==> config.mk <==
export PLATFORM = sky130hd
export DESIGN_NAME = uart_tx_fifo
export DESIGN_NICKNAME = d
export VERILOG_FILES = /design/src/rtl/uart_pkg.sv /design/src/rtl/sync_fifo.sv /design/src/rtl/uart_tx_fifo.sv
export SDC_FILE = /design/constraint.sdc
export NUM_CORES = 1
export LEC_CHECK = 0
export ABC_AREA = 0
export BUFFER_PORTS_ARGS = -buffer_cell sky130_fd_sc_hd__buf_2
export CORE_MARGIN = 2
export CORE_UTILIZATION = 45
export CTS_CLUSTER_SIZE = 12
export DETAILED_ROUTE_END_ITERATION = 16
export GPL_ROUTABILITY_DRIVEN = 0
export GPL_TIMING_DRIVEN = 1
export SLEW_MARGIN = 20
export SYNTH_ARGS = -nofsm -noshare
export SYNTH_HDL_FRONTEND = slang
export SYNTH_SLANG_ARGS = --single-unit
==> constraint.sdc <==
create_clock -name clk -period 4.47 [get_ports clk]
set_clock_uncertainty 0.2 [all_clocks]
set_input_delay 0.2235 -clock clk [delete_from_list [all_inputs] [get_ports clk]]
set_output_delay 0.2235 -clock clk [all_outputs]
set_load 0.01 [all_outputs]
==> src/rtl/uart_pkg.sv <==
// Shared UART definitions: data width and the TX FIFO front-end state encoding.
package uart_pkg;

  localparam int unsigned UART_DATA_WIDTH = 8;

  typedef enum logic [1:0] {
    IDLE,
    DRIVE,
    BUSY
  } tx_fifo_state_t;

endpackage

==> src/rtl/sync_fifo.sv <==
// Single-clock FIFO with registered read port.
// Ports:
//   clk, rst      clock and synchronous active-high reset
//   push_i        enqueue wr_data_i (ignored when full)
//   pop_i         dequeue head into rd_data_o (ignored when empty)
//   wr_data_i     write data
//   rd_data_o     registered head entry, updated only on a pop
//   count_o       number of stored entries, 0..DEPTH
//   full_o        count_o == DEPTH
//   empty_o       count_o == 0
module sync_fifo #(
  parameter int unsigned DATA_WIDTH = 8,
  parameter int unsigned DEPTH      = 16,
  localparam int unsigned ADDR_WIDTH = $clog2(DEPTH),
  localparam int unsigned CNT_WIDTH  = ADDR_WIDTH + 1
) (
  input  logic                  clk,
  input  logic                  rst,
  input  logic                  push_i,
  input  logic                  pop_i,
  input  logic [DATA_WIDTH-1:0] wr_data_i,
  output logic [DATA_WIDTH-1:0] rd_data_o,
  output logic [CNT_WIDTH-1:0]  count_o,
  output logic                  full_o,
  output logic                  empty_o
);

  logic [DATA_WIDTH-1:0] mem_q [DEPTH];
  logic [ADDR_WIDTH-1:0] wr_ptr_q, rd_ptr_q;
  logic [CNT_WIDTH-1:0]  count_q, count_d;
  logic [DATA_WIDTH-1:0] rd_data_q;
  logic                  do_push, do_pop;

  assign full_o  = (count_q == CNT_WIDTH'(DEPTH));
  assign empty_o = (count_q == '0);
  assign do_push = push_i && !full_o;
  assign do_pop  = pop_i && !empty_o;

  // Occupancy update; a simultaneous push and pop leaves it unchanged.
  always_comb begin
    count_d = count_q;
    case ({do_push, do_pop})
      2'b10:   count_d = count_q + CNT_WIDTH'(1);
      2'b01:   count_d = count_q - CNT_WIDTH'(1);
      default: count_d = count_q;
    endcase
  end

  // Pointers wrap naturally since DEPTH is a power of two.
  always_ff @(posedge clk) begin
    if (rst) begin
      wr_ptr_q  <= '0;
      rd_ptr_q  <= '0;
      count_q   <= '0;
      rd_data_q <= '0;
    end else begin
      count_q <= count_d;
      if (do_push) wr_ptr_q <= wr_ptr_q + ADDR_WIDTH'(1);
      if (do_pop) begin
        rd_ptr_q  <= rd_ptr_q + ADDR_WIDTH'(1);
        rd_data_q <= mem_q[rd_ptr_q];
      end
    end
  end

  // Storage has no reset; stale entries are unreachable once pointers clear.
  always_ff @(posedge clk) begin
    if (do_push && !rst) mem_q[wr_ptr_q] <= wr_data_i;
  end

  assign rd_data_o = rd_data_q;
  assign count_o   = count_q;

endmodule

==> src/rtl/uart_tx_fifo.sv <==
// Buffered byte front-end for the UART transmitter.
// Ports:
//   clk, rst   clock and synchronous active-high reset
//   wr_valid   host offers wr_data;  wr_ready  FIFO not full
//   wr_data    byte to enqueue
//   tx_active  transmitter busy flag (completion handshake)
//   tx_drive   start strobe to transmitter, held until tx_active
//   tx_data    byte to transmitter, changes only on a pop
//   count      stored entries; empty / full derived from it
//   overflow   sticky: offer seen while full, cleared by rst
module uart_tx_fifo
  import uart_pkg::*;
#(
  parameter int unsigned DATA_WIDTH = UART_DATA_WIDTH,
  parameter int unsigned DEPTH      = 16,
  localparam int unsigned ADDR_WIDTH = $clog2(DEPTH)
) (
  input  logic                  clk,
  input  logic                  rst,
  input  logic                  wr_valid,
  input  logic [DATA_WIDTH-1:0] wr_data,
  output logic                  wr_ready,
  input  logic                  tx_active,
  output logic                  tx_drive,
  output logic [DATA_WIDTH-1:0] tx_data,
  output logic [ADDR_WIDTH:0]   count,
  output logic                  empty,
  output logic                  full,
  output logic                  overflow
);

  tx_fifo_state_t state_q;
  logic           tx_drive_q;
  logic           overflow_q;
  logic           push_c, pop_c;

  assign wr_ready = !full;
  assign push_c   = wr_valid && !full && !rst;
  // Pop from IDLE, or from BUSY once the current frame has completed.
  assign pop_c    = !empty && !rst &&
                    ((state_q == IDLE) || ((state_q == BUSY) && !tx_active));

  sync_fifo #(
    .DATA_WIDTH (DATA_WIDTH),
    .DEPTH      (DEPTH)
  ) u_fifo (
    .clk       (clk),
    .rst       (rst),
    .push_i    (push_c),
    .pop_i     (pop_c),
    .wr_data_i (wr_data),
    .rd_data_o (tx_data),
    .count_o   (count),
    .full_o    (full),
    .empty_o   (empty)
  );

  // Frame sequencer: strobe until the transmitter answers, then wait it out.
  always_ff @(posedge clk) begin
    if (rst) begin
      state_q    <= IDLE;
      tx_drive_q <= 1'b0;
    end else begin
      case (state_q)
        IDLE: begin
          tx_drive_q <= 1'b0;
          if (!empty) begin
            state_q    <= DRIVE;
            tx_drive_q <= 1'b1;
          end
        end
        DRIVE: begin
          tx_drive_q <= 1'b1;
          if (tx_active) begin
            state_q    <= BUSY;
            tx_drive_q <= 1'b0;
          end
        end
        BUSY: begin
          tx_drive_q <= 1'b0;
          if (!tx_active) begin
            if (!empty) begin
              state_q    <= DRIVE;
              tx_drive_q <= 1'b1;
            end else begin
              state_q <= IDLE;
            end
          end
        end
        default: begin
          state_q    <= IDLE;
          tx_drive_q <= 1'b0;
        end
      endcase
    end
  end

  // Sticky overflow flag.
  always_ff @(posedge clk) begin
    if (rst)                  overflow_q <= 1'b0;
    else if (wr_valid && full) overflow_q <= 1'b1;
  end

  assign tx_drive = tx_drive_q;
  assign overflow = overflow_q;

endmodule
-- After elaboration in Yosys (flattened, before gate mapping)
Memory sizes are Yosys's and may differ from the RTL's. A register that Yosys moved wholly into a read port is not among the register bits.
Index checks and enable logic that the tools add are counted.
- RAM bits: 128
- logic and storage cells: 49
- output and inout port bits: 18
- memories kept: 1
- flip-flop bits (word level): 17
- memory list (name ; depth ; bits a word ; rd ports ; clocked after memory_dff ; wr ports ; line ; text):
    u_fifo.mem_q ; 16 ; 8 ; 1 ; 1 ; 1 ; sync_fifo.sv:28 ; logic [DATA_WIDTH-1:0] mem_q [DEPTH];
- equality and inequality tests: 8
- reductions and logical operators: 18
- add/sub/neg operators: 4
- mux-type cells: 12
- operator list (kind ; number):
    $pmux W5 S2 ; 1
    $logic_and A1 B1 Y1 ; 9
    $add A4 B1 Y4 const B ; 2
    $mux W1 ; 6
    $mux W2 ; 3
    $ne A2 B2 Y1 const B ; 3
    $pmux W2 S3 ; 1
    $add A5 B1 Y5 const B ; 1
    $eq A5 B5 Y1 const B ; 1
    $logic_not A5 Y1 ; 1
    $sub A5 B1 Y5 const B ; 1
    $eq A2 B1 Y1 const B ; 2
    $eq A2 B2 Y1 const B ; 2
    $logic_not A1 Y1 ; 4
    $pmux W1 S3 ; 1
    $reduce_and A3 Y1 ; 1
    $logic_not A2 Y1 ; 1
    $reduce_bool A2 Y1 ; 1
    $logic_or A1 B1 Y1 ; 1

-- Logic depth before layout (Yosys ltp)
Gate-level depths: netlist (run 1).
- word-level depth: 8
- mapped depth: 12

-- By module
Synthesis (run 1) repeated with hierarchy kept, for this count alone.
- cell total of the unflattened synthesis: 371
- area total of the unflattened synthesis: 6138.4 um^2
- by module, submodules not included (module ; instances ; sequential area each (um^2) ; area an instance (um^2) ; cells each):
    sync_fifo ; 1 ; 4264.1 ; 5975.7 ; 356
    uart_tx_fifo ; 1 ; 80.1 ; 162.7 ; 15

-- Worst setup path before layout (run 1)
OpenSTA, ideal clock, no wires.
- path type: register to register
- from: register u_fifo.count_q[0], in the netlist u_fifo.count_o[0]
- to: register u_fifo.count_q[4], in the netlist u_fifo.count_o[4]
- data required time: 4.149 ns
- library setup time: 0.121 ns
- period minus slack after synthesis: 3.345 ns
- path buffers: 1
- arrival: 3.025 ns
- setup slack: 1.125 ns
- stages on the path, launching flop included: 12
- path through: dfxtp_1 > nor4_1 > a221o_2 > buf_4 > nor2_1 > ha_1 > ha_1 > nor2b_1 > o21ai_0 > a21oi_1 > or3b_2 > mux2_2
- cells in the longest elaborated chain, start to end: 7
- elaborated cells on any way between the ends: 16
- those cells by class: add/sub: 2; eq/ne: 3; mux: 1; reduce/logical: 10
- RTL lines (element ; line ; text):
    from (decl) ; sync_fifo.sv:30 ; logic [CNT_WIDTH-1:0] count_q, count_d;
    from (signal assigned) ; sync_fifo.sv:57 ; count_q <= count_d;
    $eq A5 B5 Y1 / $logic_not A5 Y1 (equally long branches) ; sync_fifo.sv:34, sync_fifo.sv:35 ;
    $logic_not A1 Y1 (on tied branches) ; - ;
    $logic_and A1 B1 Y1 (on tied branches) (2 in a row) ; uart_tx_fifo.sv:38, uart_tx_fifo.sv:40 ;
    $logic_and A1 B1 Y1 (on tied branches) ; sync_fifo.sv:36, sync_fifo.sv:37 ;
    $eq A2 B1 Y1 / $eq A2 B2 Y1 (equally long branches) ; sync_fifo.sv:42 ; case ({do_push, do_pop})
    $pmux W5 S2 / $reduce_bool A2 Y1 (equally long branches) ; - ;
Several ways; a longest one is shown, not always the timed one.
A chain may end at the register's enable or synchronous reset.

-- Worst setup path in the final report (run 1)
Ends and elaborated chain as after synthesis.

==> results of run 1 <==
-- cell usage in the layout, fill, tap and decap left out, types with 3 or more instances in the layout --
cell type,n
nor3_1,3
edfxtp_1,128
clkbuf_16,17
or3_1,3
nand3b_1,5
xor2_1,4
clkbuf_1,3
nor2b_1,7
clkinv_2,4
mux4_2,27
nand2_1,6
mux4_1,8
dlygate4sd3_1,9
o221ai_1,5
buf_4,5
dfxtp_1,24
buf_2,29
nand2b_1,3
ha_1,9
mux2i_1,11
nor2_1,33
xnor2_1,4
a21oi_1,15
inv_1,11
clkinv_1,4
bufinv_16,4
-- worst min path at each step --
stage	from	to	slack, ps	cells after the start
2_1_floorplan	wr_data[0]	u_fifo.mem_q[0][0]	120	0
3_3_place_gp	overflow	overflow	240	2
3_5_place_dp	overflow	overflow	280	2
4_1_cts	wr_data[2]	u_fifo.mem_q[0][2]	2	1
5_1_grt	wr_data[2]	u_fifo.mem_q[4][2]	10	1
6_report	wr_data[2]	u_fifo.mem_q[0][2]	10	1
-- flip-flops by register name (all words and copies together), names as in the netlist --
| register | flops |
|---|---|
| u_fifo.count_o | 5 |
| u_fifo.rd_ptr_q | 4 |
| u_fifo.mem_q | 128 |
| u_fifo.wr_ptr_q | 4 |
| state_q | 2 |
| u_fifo.rd_data_o | 8 |
| overflow | 1 |
| tx_drive | 1 |
-- stage by stage --
step           area (µm²)  utilization  hold WS [ps]  total power, µW
2_1_floorplan        6120            -           122             2240
3_3_place_gp         6440        0.486           244             2420
3_5_place_dp         6440        0.486           277             2440
4_1_cts              7120        0.538          2.17             3880
5_1_grt              7120        0.538          10.3             4020
6_report             7120        0.538          14.0             3850
-- layout make-up --
class                      instances  area share
multi-input combinational        160       0.232
inverter                          11     0.00580
tap                              176      0.0309
clock inverter                    12      0.0218
clock buffer                      20      0.0613
timing repair buffer              43      0.0383
sequential                       153       0.610
-- critical path: stages, from the launching register on --
cell and delay [ps]:
dfxtp_1 350, nor4_1 700, a221o_2 520, nor2_1 80, ha_1 250, ha_1 330, nor2b_1 150, o21ai_0 240
a21oi_1 100, or3b_2 450, mux2_2 280
-- power by group --
group	total, µW	switching, µW	internal (µW)
Clock	1440	521	921
Sequential	1720	93.7	1630
Combinational	684	355	329
Total	3850	970	2880
-- repair_timing --
| action | CTS | global route |
|---|---|---|
| setup endpoints to repair | 0 | 0 |
| endpoints found under the hold margin | 116 | 0 |
| hold buffers | 9 | 0 |
-- layer usage --
layer | GRT usage | routed length [µm] | vias to the layer above
li1 | - | - | 1425
met1 | 0.246 | 5710 | 1619
met2 | 0.268 | 5450 | 76
met3 | 0.0448 | 421 | 15
met4 | 0.0698 | 197 | 0
met5 | 0 | 0 | -
-- kinds of logic (layout without fill, tap and decap cells) --
logic type                 after synthesis  in the layout  share of synthesized area
buffers and inverters                   28             86                     0.0227
DFF                                    153            153                      0.709
and+or+nand+nor                         70             70                     0.0562
adders and majority gates               10             10                     0.0217
xor gates and xnor gates                 8              8                     0.0114
AOI/OAI and AO/OA                       25             25                     0.0253
muxes                                   47             47                      0.153
==> flow_metrics.env, run 1 <==
export IMPL_worstSetupPathType="reg -> reg"
export IMPL_final_fill_count=1097
export IMPL_avgRoutedWirePerCell_um=20.5
export IMPL_ios=30
export IMPL_fmax_mhz=265
export IMPL_h_tree_depth=4
export IMPL_yosysMostFrequentCell="edfxtp_1"
export IMPL_antennaDiodeCount=0
export IMPL_syn_avg_cell_area_um2=18.0
export IMPL_insertion_delay_ps=420
export IMPL_die_h_um=121
export IMPL_drv_slew=0
export IMPL_ant_nets=0
export IMPL_synth_cell_types=35
export IMPL_nNetsFinal=408
export IMPL_postCtsSetupBuffers=0
export IMPL_die_w_um=121
export IMPL_grt_max_degree=34
export IMPL_clock_path_buffers=2
export IMPL_numCtsBuffers=17
export IMPL_root_buffer="clkbuf_16"
export IMPL_maxSlewHeadroom=0.314
export IMPL_netlist_top_cells_count="128 x edfxtp_1, 33 x nor2_1, 27 x mux4_2"
export IMPL_cp_data_arrival_time_ps=3880
export IMPL_detail_route_iter0_violations=234
export IMPL_grt_overflow=0
export IMPL_fin_crit_sh=0.845
export IMPL_ir_drop_mv=0.327
export IMPL_cp_end_kind="register"
export IMPL_core_um2=13200
export IMPL_p_leak_uw=0.00241
export IMPL_synth_cells=341
export IMPL_worst_path_max_fanout=16
export IMPL_start_kind="register"
export IMPL_r2r_start="u_fifo.count_o[0]"
export IMPL_path_clk_slew_ps=60
export IMPL_track_usage=0.177
export IMPL_post_cts_resized=0
export IMPL_synth_top_area_cell="edfxtp_1"
export IMPL_grt_pass1_vias=3183
export IMPL_synth_main_ff_cell="edfxtp_1"
export IMPL_row_count=42
export IMPL_synthArstFlopShare=0
export IMPL_drive_gt1_frac=0.233
export IMPL_r2r_end="u_fifo.count_o[4]"
export IMPL_worst_slew_pin_slew_ps=1030
export IMPL_place_inst=534
export IMPL_routed_wl_um=11800
export IMPL_tns_ps=0
export IMPL_final_instance_count_excl_fill=575
export IMPL_seqCellArea_um2=4350
export IMPL_syn_nets=363
export IMPL_dp_hpwl_um=7390
export IMPL_antenna_found_initial=0
export IMPL_io_buffers=29
export IMPL_ys_seq_area_frac=0.709
export IMPL_start_util=0.462
export IMPL_pre_cts_ws_ps=688
export IMPL_clock_sinks=153
export IMPL_synth_edf_count=128
export IMPL_finalHoldViolCount=0
export IMPL_dr_pass1_iters=4
export IMPL_syn_cell_area_um2=6120
export IMPL_yosys_warnings=0
export IMPL_cp_endpoint="u_fifo.count_o[4]"
export IMPL_synth_seq_cells=153
export IMPL_powerDensity_nw_per_um2=540
export IMPL_ff2ff_path_depth=10
export IMPL_avgViaCountPerCell=5.45
export IMPL_fin_ws_ps=693
export IMPL_synthToLayoutAreaGrowth_pct=16.3
export IMPL_yosys_top_cells_area="edfxtp_1 63%, mux4_2 9.9%, dfxtp_1 8.2%"
export IMPL_num_vias=3135
export IMPL_grt_pass1_wl_um=18300
export IMPL_drv_cap=0
export IMPL_dieArea_um2=14600
export IMPL_grt_setup_unrepaired="no"
export IMPL_crit_required_ps=4570
export IMPL_fin_crit_ps=3780
export IMPL_status="finished, final reports clean"
export IMPL_hold_path_class="in -> reg"
export IMPL_drc=0
export IMPL_multiInputGateArea_um2=1650
export IMPL_startpoint="u_fifo.count_o[0]"
export IMPL_cts_tree="done"
export IMPL_r2r_setup_slack_ps=690
export IMPL_setup_violations=0
export IMPL_yosysTopAreaCellShare=0.628
(Power assumes the default switching activity.)
==> run 2: changes to the inputs <==
==> constraint.sdc (replaced) <==
create_clock -name clk -period 3.47 [get_ports clk]
set_clock_uncertainty 0.2 [all_clocks]
set_input_delay 0.1735 -clock clk [delete_from_list [all_inputs] [get_ports clk]]
set_output_delay 0.1735 -clock clk [all_outputs]
set_load 0.01 [all_outputs]
==> flow_metrics.env, run 2 (synthesized netlist as in run 1, its figures left out) <==
export IMPL_drc=0
export IMPL_io_buffers=29
export IMPL_ant_nets=0
export IMPL_die_h_um=121
export IMPL_dr_pass1_iters=4
export IMPL_track_usage=0.182
export IMPL_clock_power_share=0.349
export IMPL_finalHoldViolCount=0
export IMPL_cp_data_arrival_time_ps=3320
export IMPL_setup_violations=0
export IMPL_numCtsBuffers=17
export IMPL_fin_crit_ps=3210
export IMPL_powerDensity_nw_per_um2=670
export IMPL_grt_pass1_wl_um=18900
export IMPL_start_kind="register"
export IMPL_clock_path_buffers=2
export IMPL_layout_common_cells="128 x edfxtp_1, 33 x nor2_1, 29 x buf_2"
export IMPL_top_layer="met4"
export IMPL_core_um2=13200
export IMPL_tns_ps=0
export IMPL_sw_frac_of_total=0.259
export IMPL_avgViaCountPerCell=5.35
export IMPL_fin_crit_sh=0.926
export IMPL_hold_path_depth=3
export IMPL_grt_max_degree=32
export IMPL_num_vias=3187
export IMPL_maxSlewHeadroom=0.487
export IMPL_p_leak_uw=0.00249
export IMPL_worst_slew_pin_slew_ps=764
export IMPL_routed_wl_um=11900
export IMPL_row_count=42
export IMPL_crit_required_ps=3580
export IMPL_start_util=0.462
export IMPL_fmax_mhz=311
export IMPL_r2r_setup_slack_ps=260
export IMPL_final_util=0.546
export IMPL_avgRoutedWirePerCell_um=20.0
export IMPL_r2r_end="u_fifo.count_o[4]"
export IMPL_p_int_uw=3590
export IMPL_power_frac_seq=0.451
export IMPL_dp_hpwl_um=7850
export IMPL_cp_end_kind="register"
export IMPL_largest_reg_flops=128
export IMPL_grt_setup_unrepaired="no"
export IMPL_p_sw_uw=1250
export IMPL_root_buffer="clkbuf_16"
export IMPL_final_common_cell="edfxtp_1"
export IMPL_drv_slew=0
export IMPL_cts_tree="done"
export IMPL_h_tree_depth=4
export IMPL_clock_sinks=153
export IMPL_synthToLayoutAreaGrowth_pct=18.1
export IMPL_min_to="u_fifo.rd_data_o[6]"
export IMPL_regMostFlops="u_fifo.mem_q"
export IMPL_worstSetupPathType="reg -> reg"
export IMPL_antennaDiodeCount=0
export IMPL_route_met3_wl_um=513
export IMPL_hold_path_class="in -> reg"
export IMPL_ir_drop_mv=0.394
export IMPL_detail_route_iter0_violations=257
export IMPL_die_w_um=121
export IMPL_multiInputGateArea_um2=1640
export IMPL_r2r_start="u_fifo.count_o[0]"
export IMPL_path_clk_slew_ps=50
export IMPL_min_delay_start="rst"
export IMPL_grt_overflow=0
export IMPL_grt_pass1_vias=3257
export IMPL_routed_wl_met2_um=5620
export IMPL_insertion_delay_ps=420
export IMPL_drive_gt1_frac=0.269
export IMPL_seqCellArea_um2=4350
export IMPL_final_fill_count=1070
export IMPL_dieArea_um2=14600
export IMPL_ff2ff_path_depth=12
export IMPL_drv_cap=0
export IMPL_antenna_found_initial=0
export IMPL_ios=30
export IMPL_wl_met1_um=5550
export IMPL_p_comb_frac=0.199
export IMPL_nNetsFinal=431
export IMPL_worst_path_max_fanout=5
export IMPL_status="finished, final reports clean"
## run 2: cell types whose count changed in the layout (fill, tap and decap cells not counted), sizes merged
cell         previous run  this run
clkinvlp                0         2
bufinv                  4         2
clkbuf                 20        18
dlygate4sd3             9        10
buf                    34        56
## run 2: worst max-delay path, stage by stage, from the launching register on
cell and delay, ps:
dfxtp_1 390, nor4_1 80, buf_4 150, a221o_2 340, nor2_1 100, ha_1 240, inv_1 110, fa_1 390
nor2b_1 150, o21ai_0 130, nand3_1 100, or3b_2 440, mux2_2 280
## run 2: cell type report
| class | instances | share of cell area |
|---|---|---|
| inverter | 11 | 0.00571 |
| multi-input combinational | 160 | 0.227 |
| sequential | 153 | 0.601 |
| tap | 176 | 0.0304 |
| timing repair buffer | 66 | 0.0619 |
| clock buffer | 18 | 0.0593 |
| clock inverter | 12 | 0.0152 |
## run 2: metal layers
metal	vias up	global-route usage
met2	72	0.280
met5	-	0
met1	1618	0.247
met3	23	0.0571
met4	0	0.0661
li1	1474	-
## run 2: metrics by stage
step	area, µm²	hold WS (ps)	power, µW	cells	setup WS [ps]
after floorplan	6120	72.4	2890	341	125
after global placement	6600	225	3170	556	349
after detailed placement	6600	234	3190	556	256
after CTS	7240	23.2	4900	596	254
after global routing	7240	55.7	5090	596	24.2
final	7240	46.6	4850	596	256
## run 2: what timing repair did
item / CTS / global route
hold buffers: 10 / 0
buffers inserted: 0 / 0
resized for setup: 0 / 0
endpoints found under the hold margin: 132 / 0
## run 2: worst max path at each step
stage          slack (ps)              start  cells after the start           endpoint
3_5_place_dp          260  u_fifo.count_o[0]                     12  u_fifo.count_o[4]
2_1_floorplan         120  u_fifo.count_o[0]                     11  u_fifo.count_o[4]
3_3_place_gp          350  u_fifo.count_o[0]                     12  u_fifo.count_o[4]
6_report              260  u_fifo.count_o[0]                     12  u_fifo.count_o[4]
5_1_grt                20  u_fifo.count_o[0]                     12  u_fifo.count_o[4]
4_1_cts               250  u_fifo.count_o[0]                     12  u_fifo.count_o[4]
## run 2: power by group through the flow
stage / clock [µW] / sequential, µW / combinational, µW
2_1_floorplan: 0 / 2220 / 671
3_3_place_gp: 0 / 2220 / 949
3_5_place_dp: 0 / 2230 / 965
4_1_cts: 1740 / 2190 / 976
5_1_grt: 1820 / 2200 / 1070
6_report: 1690 / 2190 / 966
==> run 3: changes to the inputs <==
--- a/config.mk
+++ b/config.mk
@@ -13,6 +13,7 @@
 export DETAILED_ROUTE_END_ITERATION = 16
 export GPL_ROUTABILITY_DRIVEN = 0
 export GPL_TIMING_DRIVEN = 1
+export PLACE_DENSITY = 0.68
 export SLEW_MARGIN = 20
 export SYNTH_ARGS = -nofsm -noshare
 export SYNTH_HDL_FRONTEND = slang
==> flow_metrics.env, run 3 (synthesized netlist as in run 1, its figures left out) <==
export IMPL_grt_overflow=0
export IMPL_die_h_um=121
export IMPL_regMostFlops="u_fifo.mem_q"
export IMPL_ios=30
export IMPL_worst_slew_pin_slew_ps=899
export IMPL_antenna_found_initial=0
export IMPL_start_kind="register"
export IMPL_cts_tree="done"
export IMPL_h_tree_depth=4
export IMPL_startpoint="u_fifo.count_o[0]"
export IMPL_routed_wl_um=11600
export IMPL_worst_path_max_delay_cell="or3b_2"
export IMPL_insertion_delay_ps=420
export IMPL_r2r_setup_slack_ps=260
export IMPL_cp_end_kind="register"
export IMPL_ir_drop_mv=0.386
export IMPL_clock_sinks=153
export IMPL_holdWs_ps=305
export IMPL_worstSetupPathType="reg -> reg"
export IMPL_crit_required_ps=3570
export IMPL_drive_gt1_frac=0.268
export IMPL_cpPeakStageDelay_ps=440
export IMPL_path_cells="nor4_1, buf_4, a221o_2, nor2_1, ha_1, inv_1, fa_1, nor2b_1, o21ai_0, nand3_1, or3b_2, mux2_2"
export IMPL_drc=0
export IMPL_root_buffer="clkbuf_16"
export IMPL_avgRoutedWirePerCell_um=19.5
export IMPL_drv_cap=0
export IMPL_track_usage=0.173
export IMPL_fin_crit_sh=0.926
export IMPL_detail_route_iter0_violations=296
export IMPL_layout_common_cells="128 x edfxtp_1, 33 x nor2_1, 29 x buf_2"
export IMPL_core_um2=13200
export IMPL_grt_pass1_vias=3279
export IMPL_r2r_start="u_fifo.count_o[0]"
export IMPL_r2r_end="u_fifo.count_o[4]"
export IMPL_ff2ff_path_depth=12
export IMPL_cp_endpoint="u_fifo.count_o[4]"
export IMPL_setup_violations=0
export IMPL_cp_data_arrival_time_ps=3320
export IMPL_grt_max_degree=26
export IMPL_dp_hpwl_um=7500
export IMPL_start_util=0.462
export IMPL_fmax_mhz=311
export IMPL_powerDensity_nw_per_um2=715
export IMPL_dieArea_um2=14600
export IMPL_grt_pass1_wl_um=18300
export IMPL_clock_path_buffers=2
export IMPL_final_fill_count=1025
export IMPL_finalHoldViolCount=0
export IMPL_largest_reg_flops=128
export IMPL_synthToLayoutAreaGrowth_pct=20.6
export IMPL_hold_path_class="reg -> reg"
export IMPL_num_vias=3259
export IMPL_nNetsFinal=430
export IMPL_row_count=42
export IMPL_antennaDiodeCount=0
export IMPL_avgViaCountPerCell=5.46
export IMPL_worst_path_max_fanout=5
export IMPL_numCtsBuffers=17
export IMPL_grt_setup_unrepaired="no"
export IMPL_dr_pass1_iters=4
export IMPL_maxSlewHeadroom=0.399
export IMPL_path_clk_slew_ps=60
export IMPL_drv_slew=0
export IMPL_post_cts_resized=0
export IMPL_tns_ps=0
export IMPL_status="finished, final reports clean"
export IMPL_final_common_cell="edfxtp_1"
export IMPL_ant_nets=0
export IMPL_die_w_um=121
export IMPL_p_leak_uw=0.00255
export IMPL_fin_crit_ps=3210
export IMPL_io_buffers=29
==> run 3: changes by cell type in the layout (fill, tap and decap cells not counted), moves of 2 or more <==
cell	previous run	this run
buf_4	27	23
clkbuf_1	1	3
clkinv_1	4	0
bufinv_16	2	7
clkinv_2	4	0
dlygate4sd3_1	10	13
==> run 3: cell type report <==
class | count | area [µm²] | share of cell area
clock buffer | 21 | 450 | 0.0610
clock inverter | 11 | 241 | 0.0327
inverter | 11 | 41.3 | 0.00559
multi-input combinational | 160 | 1640 | 0.222
sequential | 153 | 4350 | 0.588
tap | 176 | 220 | 0.0298
timing repair buffer | 65 | 448 | 0.0606
==> run 3: what timing repair did <==
item | CTS | global route
buffers inserted | 0 | 0
hold buffers | 13 | 0
endpoints found under the hold margin | 139 | 0
==> run 3: worst max-delay path: cells and delay by family, from the launching register on <==
family,cells,cell delay [ps]
compound gates,2,460
fa+ha+maj,2,610
buf+inv,2,250
flops,1,400
mux,1,270
simple gates,5,890
==> run 3: layer usage <==
layer / global-route usage / share of wire / vias to the layer above
met5: 0 / 0 / -
met4: 0.0581 / 0.013 / 0
met3: 0.0453 / 0.055 / 13
met2: 0.268 / 0.48 / 95
met1: 0.240 / 0.45 / 1674
li1: - / - / 1477
==> run 3: worst min path at each step <==
stage	cells past startpoint	from	endpoint
final	2	u_fifo.rd_data_o[4]	u_fifo.rd_data_o[4]
after global routing	2	u_fifo.rd_data_o[4]	u_fifo.rd_data_o[4]
after CTS	2	u_fifo.rd_data_o[4]	u_fifo.rd_data_o[4]
after detailed placement	3	wr_valid	overflow
after global placement	3	wr_valid	overflow
after floorplan	0	wr_data[0]	u_fifo.mem_q[0][0]
==> run 3: where the power goes <==
part | internal (µW) | total [µW] | switching, µW
Sequential | 2090 | 2200 | 102
Clock | 1440 | 2140 | 697
Combinational | 463 | 944 | 481
Total | 4000 | 5280 | 1280
==> run 3: per-stage QoR <==
stage | std cells | utilization | cell area (µm²) | setup WS (ps) | power (µW)
3_5_place_dp | 552 | 0.496 | 6570 | 267 | 3170
5_1_grt | 597 | 0.558 | 7390 | 41.6 | 5500
2_1_floorplan | 341 | - | 6120 | 125 | 2890
4_1_cts | 597 | 0.558 | 7390 | 249 | 5320
3_3_place_gp | 552 | 0.496 | 6570 | 357 | 3150
6_report | 597 | 0.558 | 7390 | 255 | 5280
